==> config.mk <==
export PLATFORM = sky130hd
export DESIGN_NAME = mdio_phy_responder
export DESIGN_NICKNAME = d
export VERILOG_FILES = /design/src/rtl/mdio_resp_pkg.sv /design/src/rtl/mdio_resp_sync.sv /design/src/rtl/mdio_phy_responder.sv
export SDC_FILE = /design/constraint.sdc
export NUM_CORES = 1
export LEC_CHECK = 0
export ABC_CLOCK_PERIOD_IN_PS = 4200
export CAP_MARGIN = 30
export CORE_AREA = 2 2 196 237
export CTS_CLUSTER_DIAMETER = 60
export DETAILED_ROUTE_END_ITERATION = 7
export DIE_AREA = 0 0 198 239
export HOLD_SLACK_MARGIN = 0.02
export PLACE_DENSITY = 0.71
export SYNTH_ARGS = -nofsm -noshare
export SYNTH_HDL_FRONTEND = slang
export SYNTH_SLANG_ARGS = --single-unit
==> constraint.sdc <==
create_clock -name clk_clk -period 4.2 [get_ports clk_clk]
set_clock_uncertainty 0.2 [all_clocks]
set_input_delay 0.84 -clock clk_clk [delete_from_list [all_inputs] [get_ports clk_clk]]
set_output_delay 0.84 -clock clk_clk [all_outputs]
set_load 0.01 [all_outputs]
==> src/rtl/mdio_resp_pkg.sv <==
// Shared definitions for the Clause-22 MDIO PHY responder.
//   - mdio_state_e : frame decoder states
//   - OP_READ/OP_WRITE : two-bit opcodes following the start bits
//   - REG_* : indices of the fixed-function registers
//   - STAT_BASE : status register value before the live/config bits are merged
package mdio_resp_pkg;

  localparam int DATA_W = 16;

  typedef enum logic [2:0] {
    IDLE,
    START,
    OP,
    PHYAD,
    REGAD,
    TA,
    WDATA,
    RDRIVE
  } mdio_state_e;

  localparam logic [1:0] OP_READ  = 2'b10;
  localparam logic [1:0] OP_WRITE = 2'b01;

  localparam logic [4:0] REG_CTRL = 5'd0;
  localparam logic [4:0] REG_STAT = 5'd1;
  localparam logic [4:0] REG_ID1  = 5'd2;
  localparam logic [4:0] REG_ID2  = 5'd3;

  localparam logic [DATA_W-1:0] STAT_BASE = 16'h7849;

  // Preamble length that arms the start-of-frame detector.
  localparam logic [5:0] PREAMBLE_MIN = 6'd32;

endpackage

==> src/rtl/mdio_resp_sync.sv <==
// Brings MDC and MDIO into the clk domain.
//   clk      : system clock (at least 8x MDC)
//   rst      : synchronous active-high reset (edge detector only)
//   mdc      : asynchronous management clock
//   mdio_in  : asynchronous resolved MDIO bus value
//   bit_vld  : one-clk pulse on each synchronized MDC rising edge
//   bit_val  : synchronized MDIO value, valid while bit_vld is high
module mdio_resp_sync (
  input  logic clk,
  input  logic rst,
  input  logic mdc,
  input  logic mdio_in,
  output logic bit_vld,
  output logic bit_val
);

  logic mdc_p0, mdc_p1, mdc_p2;
  logic mdio_p0, mdio_p1;

  // Stage p0/p1: two-flop synchronizers; p2: previous MDC level for edge detect
  always_ff @(posedge clk) begin
    if (rst) begin
      mdc_p0 <= 1'b0;
      mdc_p1 <= 1'b0;
      mdc_p2 <= 1'b0;
    end else begin
      mdc_p0 <= mdc;
      mdc_p1 <= mdc_p0;
      mdc_p2 <= mdc_p1;
    end
  end

  always_ff @(posedge clk) begin
    mdio_p0 <= mdio_in;
    mdio_p1 <= mdio_p0;
  end

  // MDIO and MDC travel through matched depths, so the data bit seen with the
  // edge pulse is the one that was stable around the physical MDC rise.
  assign bit_vld = mdc_p1 & ~mdc_p2;
  assign bit_val = mdio_p1;

endmodule

==> src/rtl/mdio_phy_responder.sv <==
// Clause-22 MDIO target serving an emulated 32x16 PHY register file.
//   clk_clk     : system clock (at least 8x MDC)
//   reset_reset : synchronous active-high reset
//   mdc         : management clock from the MAC (asynchronous)
//   mdio_in     : resolved MDIO bus value
//   mdio_out    : value driven onto MDIO (0 while released)
//   mdio_oen    : active-low output enable, 1 = released
//   link_up     : link status, shown in reg1 bit 2
//   ctrl_reg    : current reg0 value
// Build option: define MDIO_RESP_PREAMBLE_SUPPRESS_EN to accept a start
// sequence after any number of preamble ones; reg1 bit 6 then reads 1.
module mdio_phy_responder
  import mdio_resp_pkg::*;
#(
  parameter logic [4:0]  PHY_ADDR = 5'd0,
  parameter logic [31:0] PHY_ID   = 32'h0141_0DD0,
  parameter logic [15:0] CTRL_RST = 16'h1140
) (
  input  logic        clk_clk,
  input  logic        reset_reset,
  input  logic        mdc,
  input  logic        mdio_in,
  output logic        mdio_out,
  output logic        mdio_oen,
  input  logic        link_up,
  output logic [15:0] ctrl_reg
);

`ifdef MDIO_RESP_PREAMBLE_SUPPRESS_EN
  localparam logic SUPPRESS = 1'b1;
`else
  localparam logic SUPPRESS = 1'b0;
`endif

  // Bit 15 is self-clearing, so it never lives in storage.
  localparam logic [DATA_W-1:0] CTRL_INIT = CTRL_RST & 16'h7FFF;

  logic bit_vld, bit_val;

  mdio_state_e       state_q, state_d;
  logic [5:0]        pre_cnt_q, pre_cnt_d;
  logic [4:0]        bit_cnt_q, bit_cnt_d;
  logic [1:0]        op_q, op_d;
  logic [4:0]        addr_sr_q, addr_sr_d;
  logic [DATA_W-1:0] data_sr_q, data_sr_d;
  logic              oen_q, oen_d;
  logic              out_q, out_d;
  logic              wr_en_q, wr_en_d;
  logic [DATA_W-1:0] regs [0:31];
  logic [4:0]        regad_full;
  logic [DATA_W-1:0] rd_word;
  logic              preamble_ok;

  function automatic logic [5:0] sat_inc6(input logic [5:0] v);
    return (v == 6'h3F) ? v : v + 6'd1;
  endfunction

  function automatic logic reg_is_rw(input logic [4:0] a);
    return (a == REG_CTRL) || (a > REG_ID2);
  endfunction

  function automatic logic [DATA_W-1:0] reg_read(input logic [4:0]        a,
                                                  input logic              lnk,
                                                  input logic [DATA_W-1:0] rw_val);
    logic [DATA_W-1:0] v;
    case (a)
      REG_STAT: v = (STAT_BASE & ~16'h0044) | {9'd0, SUPPRESS, 3'd0, lnk, 2'd0};
      REG_ID1:  v = PHY_ID[31:16];
      REG_ID2:  v = PHY_ID[15:0];
      default:  v = rw_val;
    endcase
    return v;
  endfunction

  mdio_resp_sync u_sync (
    .clk     (clk_clk),
    .rst     (reset_reset),
    .mdc     (mdc),
    .mdio_in (mdio_in),
    .bit_vld (bit_vld),
    .bit_val (bit_val)
  );

  assign preamble_ok = SUPPRESS | (pre_cnt_q >= PREAMBLE_MIN);
  assign regad_full  = {addr_sr_q[3:0], bit_val};
  assign rd_word     = reg_read(regad_full, link_up, regs[regad_full]);

  always_comb begin
    state_d   = state_q;
    pre_cnt_d = pre_cnt_q;
    bit_cnt_d = bit_cnt_q;
    op_d      = op_q;
    addr_sr_d = addr_sr_q;
    data_sr_d = data_sr_q;
    oen_d     = oen_q;
    out_d     = out_q;
    wr_en_d   = 1'b0;
    if (bit_vld) begin
      case (state_q)
        IDLE: begin
          if (bit_val) begin
            pre_cnt_d = sat_inc6(pre_cnt_q);
          end else begin
            pre_cnt_d = 6'd0;
            if (preamble_ok) state_d = START;
          end
        end
        START: begin
          bit_cnt_d = 5'd0;
          state_d   = bit_val ? OP : IDLE;
        end
        OP: begin
          op_d = {op_q[0], bit_val};
          if (bit_cnt_q == 5'd1) begin
            bit_cnt_d = 5'd0;
            state_d   = (op_d == OP_READ || op_d == OP_WRITE) ? PHYAD : IDLE;
          end else begin
            bit_cnt_d = bit_cnt_q + 5'd1;
          end
        end
        PHYAD: begin
          addr_sr_d = {addr_sr_q[3:0], bit_val};
          if (bit_cnt_q == 5'd4) begin
            bit_cnt_d = 5'd0;
            // A frame for another PHY is abandoned; the bus is never touched.
            state_d   = (addr_sr_d == PHY_ADDR) ? REGAD : IDLE;
          end else begin
            bit_cnt_d = bit_cnt_q + 5'd1;
          end
        end
        REGAD: begin
          addr_sr_d = regad_full;
          if (bit_cnt_q == 5'd4) begin
            bit_cnt_d = 5'd0;
            state_d   = TA;
            // Snapshot read data now so fabric changes mid-frame are not seen.
            if (op_q == OP_READ) data_sr_d = rd_word;
          end else begin
            bit_cnt_d = bit_cnt_q + 5'd1;
          end
        end
        TA: begin
          if (op_q == OP_READ) begin
            // First TA bit is the master's Z; we drive the second TA bit low.
            oen_d     = 1'b0;
            out_d     = 1'b0;
            bit_cnt_d = 5'd0;
            state_d   = RDRIVE;
          end else if (bit_cnt_q == 5'd0) begin
            bit_cnt_d = 5'd1;
            if (!bit_val) state_d = IDLE;
          end else begin
            bit_cnt_d = 5'd0;
            state_d   = bit_val ? IDLE : WDATA;
          end
        end
        WDATA: begin
          data_sr_d = {data_sr_q[14:0], bit_val};
          if (bit_cnt_q == 5'd15) begin
            bit_cnt_d = 5'd0;
            wr_en_d   = 1'b1;
            state_d   = IDLE;
          end else begin
            bit_cnt_d = bit_cnt_q + 5'd1;
          end
        end
        RDRIVE: begin
          if (bit_cnt_q == 5'd16) begin
            oen_d     = 1'b1;
            out_d     = 1'b0;
            bit_cnt_d = 5'd0;
            state_d   = IDLE;
          end else begin
            out_d     = data_sr_q[15];
            data_sr_d = {data_sr_q[14:0], 1'b0};
            bit_cnt_d = bit_cnt_q + 5'd1;
          end
        end
        default: state_d = IDLE;
      endcase
    end
  end

  // Frame decoder control state
  always_ff @(posedge clk_clk) begin
    if (reset_reset) begin
      state_q   <= IDLE;
      pre_cnt_q <= 6'd0;
      bit_cnt_q <= 5'd0;
      oen_q     <= 1'b1;
      out_q     <= 1'b0;
      wr_en_q   <= 1'b0;
    end else begin
      state_q   <= state_d;
      pre_cnt_q <= pre_cnt_d;
      bit_cnt_q <= bit_cnt_d;
      oen_q     <= oen_d;
      out_q     <= out_d;
      wr_en_q   <= wr_en_d;
    end
  end

  always_ff @(posedge clk_clk) begin
    op_q      <= op_d;
    addr_sr_q <= addr_sr_d;
    data_sr_q <= data_sr_d;
  end

  // Register file write, one clk after the last data bit; address and data
  // stay put in the shift registers because the next MDC edge is far away.
  always_ff @(posedge clk_clk) begin
    if (reset_reset) begin
      for (int i = 0; i < 32; i++) regs[i] <= (i == 0) ? CTRL_INIT : 16'h0000;
    end else if (wr_en_q) begin
      if (addr_sr_q == REG_CTRL && data_sr_q[15]) begin
        for (int i = 0; i < 32; i++) regs[i] <= (i == 0) ? CTRL_INIT : 16'h0000;
      end else if (reg_is_rw(addr_sr_q)) begin
        regs[addr_sr_q] <= (addr_sr_q == REG_CTRL) ? (data_sr_q & 16'h7FFF) : data_sr_q;
      end
    end
  end

  assign mdio_oen = oen_q;
  assign mdio_out = out_q & ~oen_q;
  assign ctrl_reg = regs[0];

endmodule

# Word level (Yosys, flattened, before mapping)
# Memory sizes are Yosys's and may differ from the RTL's.
# Index checks and enable logic that the tools add are counted.
[totals]
n_memories = 1
mem_bits_rw = 512
wordCells = 190
out_inout_bits = 18
register_bits = 45
[memory_table]
columns = ["name", "words", "word_bits", "rd", "rd_ports_with_merged_regs", "write_ports", "line_no", "source"]
rows = [
  ["regs", 32, 16, 2, 0, 32, "mdio_phy_responder.sv:49", "logic [DATA_W-1:0] regs [0:31];"],
]
[classes]
n_mux = 82
order_cmp = 2
eq_ne = 30
addsub = 2
n_bitwise = 38
n_reduce_logical = 21
[ops]
columns = ["cell", "n"]
rows = [
  ["16-bit 2-to-1 mux", 37],
  ["16-bit case mux with 3 select lines", 2],
  ["3-bit 2-to-1 mux", 12],
  ["1-bit OR", 32],
  ["5-bit case mux with 6 select lines", 1],
  ["5-bit 2-to-1 mux", 5],
  ["3-bit case mux with 8 select lines", 1],
  ["2-bit != test, second input constant", 11],
  ["1-bit 2-to-1 mux", 18],
  ["16-bit OR reduction", 1],
  ["5-bit zero test", 3],
  ["3-bit equality test, second input constant", 4],
  ["6-bit 2-to-1 mux", 2],
  ["5-bit by 1-bit equality test with 1-bit output, second input constant", 2],
  ["5-bit by 2-bit equality test with 1-bit output, second input constant", 2],
  ["9-bit AND reduction", 1],
  ["6-bit by 1-bit adder with 6-bit output, second input constant", 1],
  ["3-bit by 2-bit equality test with 1-bit output, second input constant", 2],
  ["6-bit equality test, second input constant", 1],
  ["6-bit >= comparator, second input constant", 1],
  ["2-bit AND reduction", 3],
  ["3-bit AND reduction", 2],
  ["6-bit nonzero test", 1],
  ["5-bit by 1-bit adder with 5-bit output, second input constant", 1],
  ["21 further kinds", 29],
]

# Depth between registers and ports, before layout
[logic_depth]
ltp_word = 9
depth_mapped = 9
depth_no_buf = 8

# By module
# A second synthesis with hierarchy kept.
[hier_totals]
cells_unflattened = 1714
hier_area_um2 = 24403.4
[by_module_without_submodules]
columns = ["mod", "instances", "seq_area_each_um2", "area_per_inst_um2", "cells_per_inst"]
rows = [
  ["mdio_phy_responder", 1, 15504.9, 24275.8, 1705],
  ["mdio_resp_sync", 1, 100.1, 127.6, 9],
]

# Worst setup path after synthesis
# Ideal clock, no wire load.
[synth_timing]
kind = "input-to-reg"
startpoint = "input port reset_reset"
endpoint = "memory regs[17][0] (enable)"
t_arrival_ns = 2.694
required_time_ns = 3.589
setup_ns = 0.411
path_buffers = 1
cell_stages = 5
path_slack_ns = 0.895
path_cell_list = "nand2b_1 nor2_1 nand3b_1 buf_2 o21ai_0"
[synth_rtl]
columns = ["item", "line_no", "source"]
rows = [
  ["start, declared", "mdio_phy_responder.sv:20", "input logic reset_reset,"],
  ["end, declared", "mdio_phy_responder.sv:49", ""],
]

# Worst setup path in the final report
[layout_timing]
startpoint = "register u_sync.mdio_p1, in the netlist u_sync.bit_val"
endpoint = "register data_sr_q[11], data pin"
[layout_via]
elab_chain_len = 5
word_cells_on_any_way = 8
classes_between = "3 x eq/ne; 4 x mux; 1 x memory"
[layout_rtl]
columns = ["item", "line_no", "source"]
rows = [
  ["start, declared", "mdio_resp_sync.sv:18", "logic mdio_p0, mdio_p1;"],
  ["start signal, assigned", "mdio_resp_sync.sv:35", "mdio_p1 <= mdio_p0;"],
  ["memory 32 x 16 bit, or another cell as far along", "n/a", ""],
  ["16-bit case mux with 3 select lines (*)", "mdio_phy_responder.sv:66", "case (a)"],
  ["16-bit 2-to-1 mux (*)", "mdio_phy_responder.sv:137", "if (op_q == OP_READ) data_sr_d = rd_word;"],
  ["16-bit 2-to-1 mux (*)", "mdio_phy_responder.sv:133", "if (bit_cnt_q == 5'd4) begin"],
  ["16-bit case mux with 3 select lines (*)", "mdio_phy_responder.sv:99", "case (state_q)"],
  ["end signal, assigned", "mdio_phy_responder.sv:206", "data_sr_q <= data_sr_d;"],
  ["end, declared", "mdio_phy_responder.sv:45", "logic [DATA_W-1:0] data_sr_q, data_sr_d;"],
]
# Mark *: on every way between the ends. The rest lies on a longest branch, timed or not. The select of a mux whose other input is x is not followed.
# A chain may end at the register's enable or synchronous reset.

==> flow_metrics.env <==
export IMPL_synth_compound_area_share_pct=3.28
export IMPL_numCtsBuffers=52
export IMPL_fmax_ghz=0.319
export IMPL_drc=0
export IMPL_cpMaxStageDelayCell="dfxtp_4"
export IMPL_final_hold_viol_count=0
export IMPL_regArea_um2=16400
export IMPL_post_route_period_util_pct=74.6
export IMPL_antenna_found_initial=1
export IMPL_path_buf_inv=1
export IMPL_root_buffer="clkbuf_16"
export IMPL_path_cells="buf_4 -> mux4_2 -> mux2i_1 -> a221oi_1 -> a221o_1"
export IMPL_critPathMaxStageDelay_ns=0.77
export IMPL_via_count=15000
export IMPL_max_slew_worst_pin_slew_ns=1.06
export IMPL_hold_slack_ns=0.127
export IMPL_wl_per_cell_um=25.8
export IMPL_drt_wl_total_mm=62.6
export IMPL_grt_setup_unrepaired="false"
export IMPL_first_global_vias=14800
export IMPL_netlist_top_cells_area="edfxtp_1 (63%), mux4_2 (9.0%), and2_1 (6.0%)"
export IMPL_cts_tree="built"
export IMPL_p_int_uw=9120
export IMPL_clk_pin_slew_ns=0.06
export IMPL_slew_violations=0
export IMPL_avgSynthCellArea_um2=14.9
export IMPL_pwr_share_seq_pct=55.6
export IMPL_status="completed"
export IMPL_synth_top_family_by_area="simple AND/OR/NAND/NOR gates"
export IMPL_p_sw_uw=2360
export IMPL_port_buffer_count=22
export IMPL_period_minus_slack_ns=3.13
export IMPL_die_w_um=198
export IMPL_async_flop_share_pct=0
export IMPL_cts_max_level=2
export IMPL_syn_to_final_growth_pct=11.6
export IMPL_pwr_share_clk_pct=40.0
export IMPL_clock_latency_ns=0.58
export IMPL_fin_setup_tns_ns=0
export IMPL_n_antenna_cell=0
export IMPL_core_rowCount=86
export IMPL_power_frac_comb_pct=4.3
export IMPL_grt_total_usage_pct=26.9
export IMPL_post_cts_setup_buffers=0
export IMPL_dp_hpwl_mm=40.6
export IMPL_syn_area_um2=25500
export IMPL_synth_main_ff_cell="edfxtp_1"
export IMPL_critical_path_endpoint_type="flop"
export IMPL_synthTopCellsByCount="edfxtp_1 (532), and2_1 (245), and3_1 (199), clkbuf_1 (125), mux4_2 (102)"
export IMPL_drv_cap=0
export IMPL_ys_ff_latch=554
export IMPL_drtPass1Iterations=5
export IMPL_post_cts_resized=0
export IMPL_synth_mux_area_share_pct=12.8
export IMPL_cts_hold_buf=0
export IMPL_cp_start_kind="flop"
export IMPL_synth_largest_area_cell="edfxtp_1"
export IMPL_synth_adder_area_share_pct=0.344
export IMPL_initial_core_util_pct=56.2
export IMPL_cp_max_fo=32
export IMPL_peakVddDrop_v=0.000329
export IMPL_overflow=0
export IMPL_ys_warn_count=0
export IMPL_ctsLongestPathBuffers=3
export IMPL_synth_xor_area_share_pct=0.138
export IMPL_die_height_um=239
export IMPL_crit_required_ns=4.32
export IMPL_core_area_um2=45300
export IMPL_clock_sinks=554
export IMPL_die_area_um2=47300
export IMPL_min_path_type="flop to flop"
export IMPL_slew_headroom_pct=27.8
export IMPL_final_area_um2=28400
export IMPL_postSynthCellCount=1705
export IMPL_synth_edff_count=532
export IMPL_synthSimpleGateAreaFrac_pct=15.4
export IMPL_synth_most_common_cell="edfxtp_1"
export IMPL_p_sw_share_pct=20.6
export IMPL_cp_top_family="multiplexers"
export IMPL_ant_nets=0
export IMPL_multi_input_area_um2=8340
export IMPL_drive_gt1_share_pct=17.0
export IMPL_p_per_area_nw_per_um2=404
export IMPL_grt_pass1_wl_mm=93.0
export IMPL_final_fill_count=3214
export IMPL_setup_viol_count_final=0
export IMPL_synth_cell_types=70
export IMPL_critPathKind="flop to flop"
export IMPL_post_route_util_pct=62.7
export IMPL_final_nets=1777
export IMPL_routed_via_density=6.21
export IMPL_gp_congestion=0.877
export IMPL_synth_top_cell_area_share_pct=62.8
export IMPL_ios=23
export IMPL_drtIter0Drc=1681
export IMPL_grt_max_degree=67
export IMPL_placed_area_um2=26800
export IMPL_worstPathArrival_ns=3.26
export IMPL_cellLeakagePower_uw=0.0105
export IMPL_yosysSeqAreaShare_pct=64.5
power by group through the flow:
stage	clock network (µW)	registers [µW]	logic, µW
floorplan	0	6450	331
global placement	0	6490	488
detailed placement	0	6500	493
CTS	4640	6390	496
global route	4830	6400	522
finish	4590	6390	497
cells in the final DEF (no fill, tap or decap), types with 14 or more instances in the layout:
| cell type | count |
|---|---|
| clkdlybuf4s50_1 | 22 |
| edfxtp_1 | 532 |
| o21ai_1 | 16 |
| and3_1 | 199 |
| dfxtp_1 | 21 |
| mux2i_1 | 14 |
| nor3_1 | 29 |
| buf_4 | 108 |
| nor2_1 | 62 |
| mux4_1 | 28 |
| conb_1 | 46 |
| nand3_1 | 21 |
| clkbuf_1 | 15 |
| nor2b_1 | 19 |
| nand2_1 | 55 |
| clkbuf_16 | 53 |
| a22oi_1 | 14 |
| mux4_2 | 102 |
| inv_1 | 15 |
| and2_1 | 245 |
final cells by class:
class                   count  share of cell area [%]
multi-input cells        1005                    29.4
clock inverters            24                   0.762
clock buffers              70                    4.97
well taps                 616                    2.71
repair buffers            137                    4.16
flip-flops and latches    554                    57.8
inverters                  15                   0.198
metrics by stage:
step	setup slack, ns	instances	total power [µW]
after floorplan	0.895	1750	6780
after global placement	0.686	2324	6980
after detailed placement	0.608	2327	7000
after CTS	1.06	2421	11500
after global routing	0.955	2421	11800
final	1.07	2421	11500
sequential cells by signal, indices dropped and copies added (netlist names):
name,cells
wr_en_q,1
u_sync.mdio_p0,1
u_sync.mdc_p2,1
regs,509
addr_sr_q,5
pre_cnt_q,6
u_sync.mdc_p0,1
state_q,3
u_sync.bit_val,1
op_q,2
data_sr_q,16
bit_cnt_q,5
out_q,1
u_sync.mdc_p1,1
mdio_oen,1
routing by layer:
layer / part of all wire, % / routed length (µm) / GRT usage, %
met4: 3.8 / 2390 / 10.1
met3: 7.5 / 4670 / 3.67
met5: 0 / 0 / 0
met2: 49 / 30700 / 44.0
met1: 40 / 24800 / 37.3
final timing paths:
check | slack [ns] | startpoint | end | cells after the start
max | 1.07 | u_sync.bit_val$_DFF_P_ | data_sr_q[11]$_DFFE_PP_ | 5
min | 0.13 | u_sync.mdio_p0$_DFF_P_ | u_sync.bit_val$_DFF_P_ | 0
max reg2reg | 1.07 | u_sync.bit_val$_DFF_P_ | data_sr_q[11]$_DFFE_PP_ | 5
min reg2reg | 0.13 | u_sync.mdio_p0$_DFF_P_ | u_sync.bit_val$_DFF_P_ | 0
cells by family (layout without fill, tap and decap cells):
family / count (synthesis) / after routing
buffers and inverters: 191 / 246
and+or+nand+nor: 676 / 676
AOI/OAI and AO/OA: 120 / 120
DFF: 554 / 554
xor gates and xnor gates: 4 / 4
adders and majority gates: 7 / 7
other: 1 / 46
muxes: 152 / 152
Note: power is estimated with default switching activity, not from simulation.
